===== config.mk =====
export PLATFORM = sky130hd
export DESIGN_NAME = la_debounce
export DESIGN_NICKNAME = d
export VERILOG_FILES = /design/src/rtl/la_debounce.sv
export SDC_FILE = /design/constraint.sdc
export NUM_CORES = 1
export LEC_CHECK = 0
export CAP_MARGIN = 20
export CORE_AREA = 2 2 39 41
export CTS_BUF_LIST = sky130_fd_sc_hd__clkbuf_16
export DETAILED_ROUTE_END_ITERATION = 7
export DIE_AREA = 0 0 41 43
export PLACE_DENSITY = 0.5
export SETUP_SLACK_MARGIN = 0.4
export SLEW_MARGIN = 20
export SYNTH_ARGS = -nofsm -noshare
export SYNTH_HDL_FRONTEND = slang
export SYNTH_SLANG_ARGS = --single-unit

===== constraint.sdc =====
create_clock -name clk -period 1.1 [get_ports clk]
set_input_delay 0.22 -clock clk [delete_from_list [all_inputs] [get_ports clk]]
set_output_delay 0.22 -clock clk [all_outputs]
set_load 0.02 [all_outputs]

===== src/rtl/la_debounce.sv =====
// Synchronizing glitch filter and edge detector for N independent single-bit inputs.
// Each channel passes through a STAGES-deep synchronizer, then a per-channel counter
// that accepts a new level only after DEPTH consecutive differing samples.
module la_debounce #(
  parameter int unsigned    N      = 1,
  parameter int unsigned    STAGES = 2,
  parameter int unsigned    DEPTH  = 4,
  parameter logic [N-1:0]   RSTVAL = '0,
  parameter string          PROP   = "DEFAULT"
) (
  input  logic         clk,
  input  logic         nreset,
  input  logic         en,
  input  logic [N-1:0] in,
  output logic [N-1:0] z,
  output logic [N-1:0] rise,
  output logic [N-1:0] fall
);

  // Counter only has to reach DEPTH-1; width matches the documented cnt width.
  localparam int unsigned    CW      = $clog2(DEPTH + 1);
  localparam logic [CW-1:0]  CNT_MAX = CW'(DEPTH - 1);

  // Reject unusable configurations at elaboration time.
  if (STAGES < 2 || DEPTH < 1 || PROP == "") begin : g_bad_params
    $error("la_debounce: invalid parameters (STAGES>=2, DEPTH>=1, PROP non-empty)");
  end

  logic [N-1:0]  r_sync [STAGES];
  logic [N-1:0]  w_s;
  logic [N-1:0]  r_z;
  logic [N-1:0]  r_rise;
  logic [N-1:0]  r_fall;
  logic [CW-1:0] r_cnt  [N];

  logic [N-1:0]  w_z_d;
  logic [N-1:0]  w_rise_d;
  logic [N-1:0]  w_fall_d;
  logic [CW-1:0] w_cnt_d [N];

  assign w_s  = r_sync[STAGES-1];
  assign z    = r_z;
  assign rise = r_rise;
  assign fall = r_fall;

  // Synchronizer chain; runs independently of en so s always tracks the pins.
  always_ff @(posedge clk or negedge nreset) begin
    if (!nreset) begin
      for (int unsigned st = 0; st < STAGES; st++) begin
        r_sync[st] <= RSTVAL;
      end
    end else begin
      r_sync[0] <= in;
      for (int unsigned st = 1; st < STAGES; st++) begin
        r_sync[st] <= r_sync[st-1];
      end
    end
  end

  // Per-channel filter: count consecutive differing samples, commit on the DEPTH-th.
  always_comb begin
    w_z_d    = r_z;
    w_rise_d = '0;
    w_fall_d = '0;
    for (int unsigned i = 0; i < N; i++) begin
      w_cnt_d[i] = r_cnt[i];
    end
    if (en) begin
      for (int unsigned i = 0; i < N; i++) begin
        if (w_s[i] == r_z[i]) begin
          w_cnt_d[i] = '0;
        end else if (r_cnt[i] == CNT_MAX) begin
          // New level accepted; the pulse lands on the same edge as the new z.
          w_z_d[i]    = w_s[i];
          w_cnt_d[i]  = '0;
          w_rise_d[i] = w_s[i];
          w_fall_d[i] = ~w_s[i];
        end else begin
          w_cnt_d[i] = r_cnt[i] + 1'b1;
        end
      end
    end
  end

  // Filter state and edge pulses; reset drops any partial count or pending pulse.
  always_ff @(posedge clk or negedge nreset) begin
    if (!nreset) begin
      r_z    <= RSTVAL;
      r_rise <= '0;
      r_fall <= '0;
      for (int unsigned i = 0; i < N; i++) begin
        r_cnt[i] <= '0;
      end
    end else begin
      r_z    <= w_z_d;
      r_rise <= w_rise_d;
      r_fall <= w_fall_d;
      for (int unsigned i = 0; i < N; i++) begin
        r_cnt[i] <= w_cnt_d[i];
      end
    end
  end

endmodule


==> results.toml, run 1 <==
[outcome]
status = "completed"

[cells_and_area]
seqCellArea_sq_um = 201
nets = 45
fin_area_sq_um = 582
area_growth_pct = 80.9
fin_util = 0.420
antenna_cells = 0
multi_input_area_sq_um = 170
fillers = 137
drive_above_1_share = 0.487

[logic_synthesis]
syn_area_per_cell_sq_um = 13.4
synth_mux_area_frac = 0.0467
ys_seq_elements = 8
ys.warnings.count = 0
synth_xor_area_frac = 0.0272
synth_top_family_by_area = "simple AND/OR/NAND/NOR gates"
seq_area_frac_synth = 0.623
syn-cell-area_sq_um = 322
syn_nets = 29
yosys.area_share.simple = 0.179
synth_compound_area_frac = 0.0623
synth_fa_ha_area_frac = 0.0389
synthCells = 24
ys_types = 13

[cts]
clkSinkCount = 8
holdBufCountCts = 0
path_clk_slew_ps = 40
htreeDepth = 1
cts_buffer_depth = 2
ctsRootBufferMaster = "clkbuf_16"
cts_tree = "built"
cts_inserted_buffers = 3
clkLatencyLatePin_ps = 230

[floorplanning]
die_area_sq_um = 1760
die_w_um = 41
rows = 14
core_region_area_sq_um = 1380
start_util = 0.232
io-pin-count = 7
chipHeight_um = 43

[timing]
relSlewSlack = 0.765
finalCritPeriodShare = 0.983
fmax_mhz = 925
hold_viol_final = 0
slew_violations = 0
setup_viol = 0
max_slew.worst_pin.slew_ps = 351
worst_hold_slack_ps = 263
fin_tns_setup_ps = 0
rsz0062_at_grt = "yes"
finalCriticalPeriod_ps = 1080
skew_ps = 3.09

[drt]
vias_per_cell = 4.31
wire_per_inst_um = 11.9
drt-pass1-iter-count = 2
drc = 0
ant_nets = 0
drt_iter0_drc = 1
wirelength_um = 657
vias = 237

[global_routing]
grt_max_degree = 9
grt_pass1_wl_um = 1120
grt.total_usage = 0.106
antenna_found_initial = 0
grt_overflow = 0
first_global_vias = 263

[critical_path]
crit_start = "r_cnt[0]"
critPathMaxFanout = 3
rrSetupSlack_ps = 20
reg2reg_depth = 3
cp-start-kind = "flop"
crit_path_end_kind = "flop"
crit_path_end = "z"
reg2reg_to = "z"
cp_data_arrival_time_ps = 1200
critical_path_required_ps = 1210
path_class = "flop to flop"
r2r-start = "r_cnt[0]"

[power]
vdd_drop_max_mv = 1.25
p_leak_nw = 0.275
power_per_cell_area_nw_per_um2 = 2660

[place]
dp_hpwl_um = 458
gp_congestion = 0.622
placed_cell_area_sq_um = 462
io_buffers = 6

[job]
maxCapViolations = 0

[hold_path]
hold_class = "primary input to async pin"
[cell families after synthesis]
family,Yosys count
and+or+nand+nor,8
DFF,8
AOI/OAI and AO/OA,3
buffers and inverters,2
xor gates and xnor gates,1
muxes,1
adders and majority gates,1
[flip-flops by register name, summed over array words and instances (netlist names)]
name and count:
r_sync 1, w_s 1, z 1, rise 1, fall 1, r_cnt 3
[routing by layer]
metal,GRT usage,part of all wire
met5,0,0
met4,0.0800,0.021
met3,0.0628,0.055
met2,0.128,0.48
met1,0.131,0.44
[placed cells by master (no fill, tap or decap), types with 2 or more instances in the layout]
cell / netlist / final
inv_1: 2 / 3
buf_6: 0 / 4
buf_4: 0 / 4
clkdlybuf4s50_1: 0 / 2
clkbuf_16: 0 / 3
nor3b_2: 0 / 2
nand2b_1: 2 / 2
dfrtp_1: 8 / 7
[cells in the mapped netlist]
library cell	number	share of area
xnor2_1	1	0.027
nor3b_1	2	0.047
inv_1	2	0.023
o22ai_1	2	0.039
nand3b_2	1	0.035
dfrtp_1	8	0.62
and2b_1	1	0.023
or2b_1	1	0.023
o31ai_1	1	0.023
ha_1	1	0.039
nand2_1	1	0.012
nand2b_1	2	0.039
mux2_4	1	0.047
[stage by stage]
stage	setup slack [ps]	std cells	total power, W
6_report	19.0	55	0.00155
3_5_place_dp	-190	50	0.000831
5_1_grt	-10.3	55	0.00163
4_1_cts	10.0	55	0.00153
3_3_place_gp	-177	50	0.000809
2_1_floorplan	49.9	24	0.000687
[critical path, cell delays in order (launching register included)]
cell and delay (ps):
dfrtp_1 410, ha_4 190, nand3b_4 70, mux2_4 290
[area by class of cell]
class,count,area share
Sequential cell,8,0.346
Multi-Input combinational cell,14,0.292
Timing Repair Buffer,11,0.178
Clock buffer,3,0.129
Tap cell,16,0.0344
Inverter,2,0.0129
Clock inverter,1,0.00645
[worst min-delay path by stage]
stage,start,endpoint,slack (ps),cells past startpoint
floorplan,nreset,fall,-80,0
global placement,r_sync[1],w_s,340,0
detailed placement,r_sync[1],w_s,340,0
CTS,nreset,r_sync[1],280,1
global route,nreset,w_s,290,1
finish,nreset,r_sync[1],260,1
[timing repair]
action / CTS / global route
resized for setup: 21 / 3
setup endpoints to repair: 9 / 9
pin swaps: 3 / 1
buffers inserted: 1 / 0
[power by group]
group          switching (W)  internal [W]  leakage, nW  total (W)
Combinational       0.000182      0.000296        0.130   0.000478
Sequential         0.0000777      0.000375        0.102   0.000453
Clock               0.000145      0.000473       0.0423   0.000618
Total               0.000404       0.00114        0.275    0.00155
No activity file was read; power rests on OpenSTA's default activity.
==> run 2, diff against run 1 <==
--- a/config.mk
+++ b/config.mk
@@ -5,6 +5,7 @@
 export SDC_FILE = /design/constraint.sdc
 export NUM_CORES = 1
 export LEC_CHECK = 0
+export ABC_AREA = 1
 export CAP_MARGIN = 20
 export CORE_AREA = 2 2 39 41
 export CTS_BUF_LIST = sky130_fd_sc_hd__clkbuf_16
==> run 2 against run 1 <==
Compared with the run above: core utilization fell by 2.8 points; sequential cell count did not move; design area fell by 6.7%; synthesized area rose by 0.78%; setup slack improved by 67 ps; die area did not move; worst hold slack barely moved; final cell count rose by 13%; largest cell class unchanged; total power fell by 7.2%; sequential power fell by 13%; sequential share of layout area rose by 2.5 points; largest power group unchanged; critical path depth rose by 3.
==> results.toml, run 2 <==
[timing]
slew_violations = 0
setup_viol = 0
hold_viol_final = 0
finalCritPeriodShare = 0.922
relSlewSlack = 0.763
max_slew.worst_pin.slew_ps = 354
finalCriticalPeriod_ps = 1010
fin_tns_setup_ps = 0
skew_ps = 4.40
rsz0062_at_grt = "yes"
fmax_mhz = 986

[drt]
drt-pass1-iter-count = 1
vias = 266
wire_per_inst_um = 10.1
met2_length_um = 278
drt-met1-wl_um = 267
drc = 0
met3WireLength_um = 43
wirelength_um = 626
ant_nets = 0
vias_per_cell = 4.29
drt_iter0_drc = 0
dr.max_layer_used = "met4"

[floorplanning]
rows = 14
die_w_um = 41
die_area_sq_um = 1760
start_util = 0.234
io-pin-count = 7
core_region_area_sq_um = 1380
chipHeight_um = 43

[global_routing]
grt_overflow = 0
grt_max_degree = 9
first_global_vias = 263
grt.total_usage = 0.101
grt_pass1_wl_um = 1060
antenna_found_initial = 0

[power]
vdd_drop_max_mv = 0.985
swShare = 0.275
power_per_cell_area_nw_per_um2 = 2650
sequentialPowerShare = 0.274
p_sw_w = 0.000395
clkPwrFrac = 0.432
internal-power_w = 0.00104
p_leak_nw = 0.279
comb_power_share = 0.294
power_w = 0.00144

[cells_and_area]
largest_reg_flops = 3
fin_util = 0.392
fillers = 140
finalNonFillerCells = 62
seqCellArea_sq_um = 201
nets = 52
fin_area_sq_um = 543
top_register = "r_cnt"
final_cell_mix = "nand2_1 (7), dfrtp_1 (7), inv_1 (4)"
area_growth_pct = 67.6
antenna_cells = 0
multi_input_area_sq_um = 130
drive_above_1_share = 0.435

[logic_synthesis]
synth_edf_count = 0
seq_area_frac_synth = 0.618
synthCells = 32
syn_nets = 37
synthArstFlopShare = 1.00
synth-main-ff-cell = "dfrtp_1"
synth.area.top_cells = "dfrtp_1 (62%), nand2_1 (10%), inv_1 (4.6%)"
syn_area_per_cell_sq_um = 10.1
ys.warnings.count = 0
ys_types = 13
synthMostInstantiatedCell = "nand2_1"
ys_seq_elements = 8
syn-cell-area_sq_um = 324
synth_common_cells = "nand2_1 (9), dfrtp_1 (8), inv_1 (4), nor2_1 (2)"
synth_top_area_share = 0.618
yosysTopAreaCell = "dfrtp_1"

[cts]
clkLatencyLatePin_ps = 230
htreeDepth = 1
cts_tree = "built"
cts_inserted_buffers = 3
ctsRootBufferMaster = "clkbuf_16"
holdBufCountCts = 0
path_clk_slew_ps = 40
cts_buffer_depth = 2
clkSinkCount = 8

[hold_path]
hold_class = "primary input to async pin"

[place]
io_buffers = 6
dp_hpwl_um = 414
dp.cells = 55
gp_congestion = 0.610
placed_cell_area_sq_um = 415

[critical_path]
cp_data_arrival_time_ps = 1130
cp-start-kind = "flop"
path_class = "flop to flop"
crit_path_end_kind = "flop"
reg2reg_depth = 6
critPathMaxFanout = 4
critical_path_required_ps = 1220

[outcome]
status = "completed"

[job]
maxCapViolations = 0
-- run 2: cell count changes in the layout (fill, tap and decap cells not counted), sizes merged, moves of 2 or more --
cell,change
nor2,+2
nand2b,-2
nand2,+9
inv,+3
nand3,+2
nor3b,-2
o22ai,-2
-- run 2: what timing repair did --
| item | 4_1_cts | 5_1_grt |
|---|---|---|
| setup buffers | 2 | 1 |
| setup endpoints to repair | 9 | 9 |
| pin swaps | 4 | 4 |
| hold endpoints to repair | 0 | 0 |
| gates resized for setup | 22 | 2 |
-- run 2: worst max-delay path, cell delays in order (launching register included) --
cell and delay [ps]:
dfrtp_2 400, buf_6 130, nand2_2 80, nand2_4 60, buf_4 130, nand3_1 50
nand2_1 50
-- run 2: kinds of logic (layout without fill, tap and decap cells) --
group / Yosys count / after routing / share of synthesized area
AO/OA/AOI/OAI: 3 / 3 / 0.0734
buffers and inverters: 5 / 19 / 0.0579
flip-flops: 8 / 8 / 0.618
AND/OR/NAND/NOR: 15 / 15 / 0.212
adder cells (fa/ha/maj): 1 / 1 / 0.0386
-- run 2: layout make-up --
class                   instances  share of cell area
well taps                      16              0.0369
inverters                       5              0.0392
multi-input cells              19               0.240
clock buffers                   3               0.138
repair buffers                 10               0.168
clock inverters                 1             0.00691
flip-flops and latches          8               0.371
-- run 2: path summary, 6_finish.rpt --
path                            startpoint        to  slack (ps)
min in group clk                 r_sync[1]       w_s         350
worst max-delay path                     z  r_cnt[1]          90
worst max register to register           z  r_cnt[1]          90
worst min-delay path                nreset      rise         260
worst min register to register   r_sync[1]       w_s         350
max in group asynchronous           nreset         z         560
-- run 2: metal layers --
metal  vias to the layer above  global-route usage
met2                         9               0.125
li1                        126                   -
met4                         0               0.120
met3                         4              0.0419
met5                         -                   0
met1                       127               0.112
-- run 2: stage by stage --
stage / setup slack, ps / hold slack [ps]
4_1_cts: 83.1 / 275
5_1_grt: 26.2 / 302
2_1_floorplan: 175 / -75.6
3_3_place_gp: -80.9 / 337
3_5_place_dp: -68.9 / 340
6_report: 86.1 / 262
-- run 2: power groups by stage --
stage	combinational (W)	clock, W	sequential (W)
floorplan	0.000152	0	0.000427
global placement	0.000305	0	0.000394
detailed placement	0.000302	0	0.000395
CTS	0.000379	0.000635	0.000395
global route	0.000477	0.000644	0.000405
finish	0.000423	0.000620	0.000394
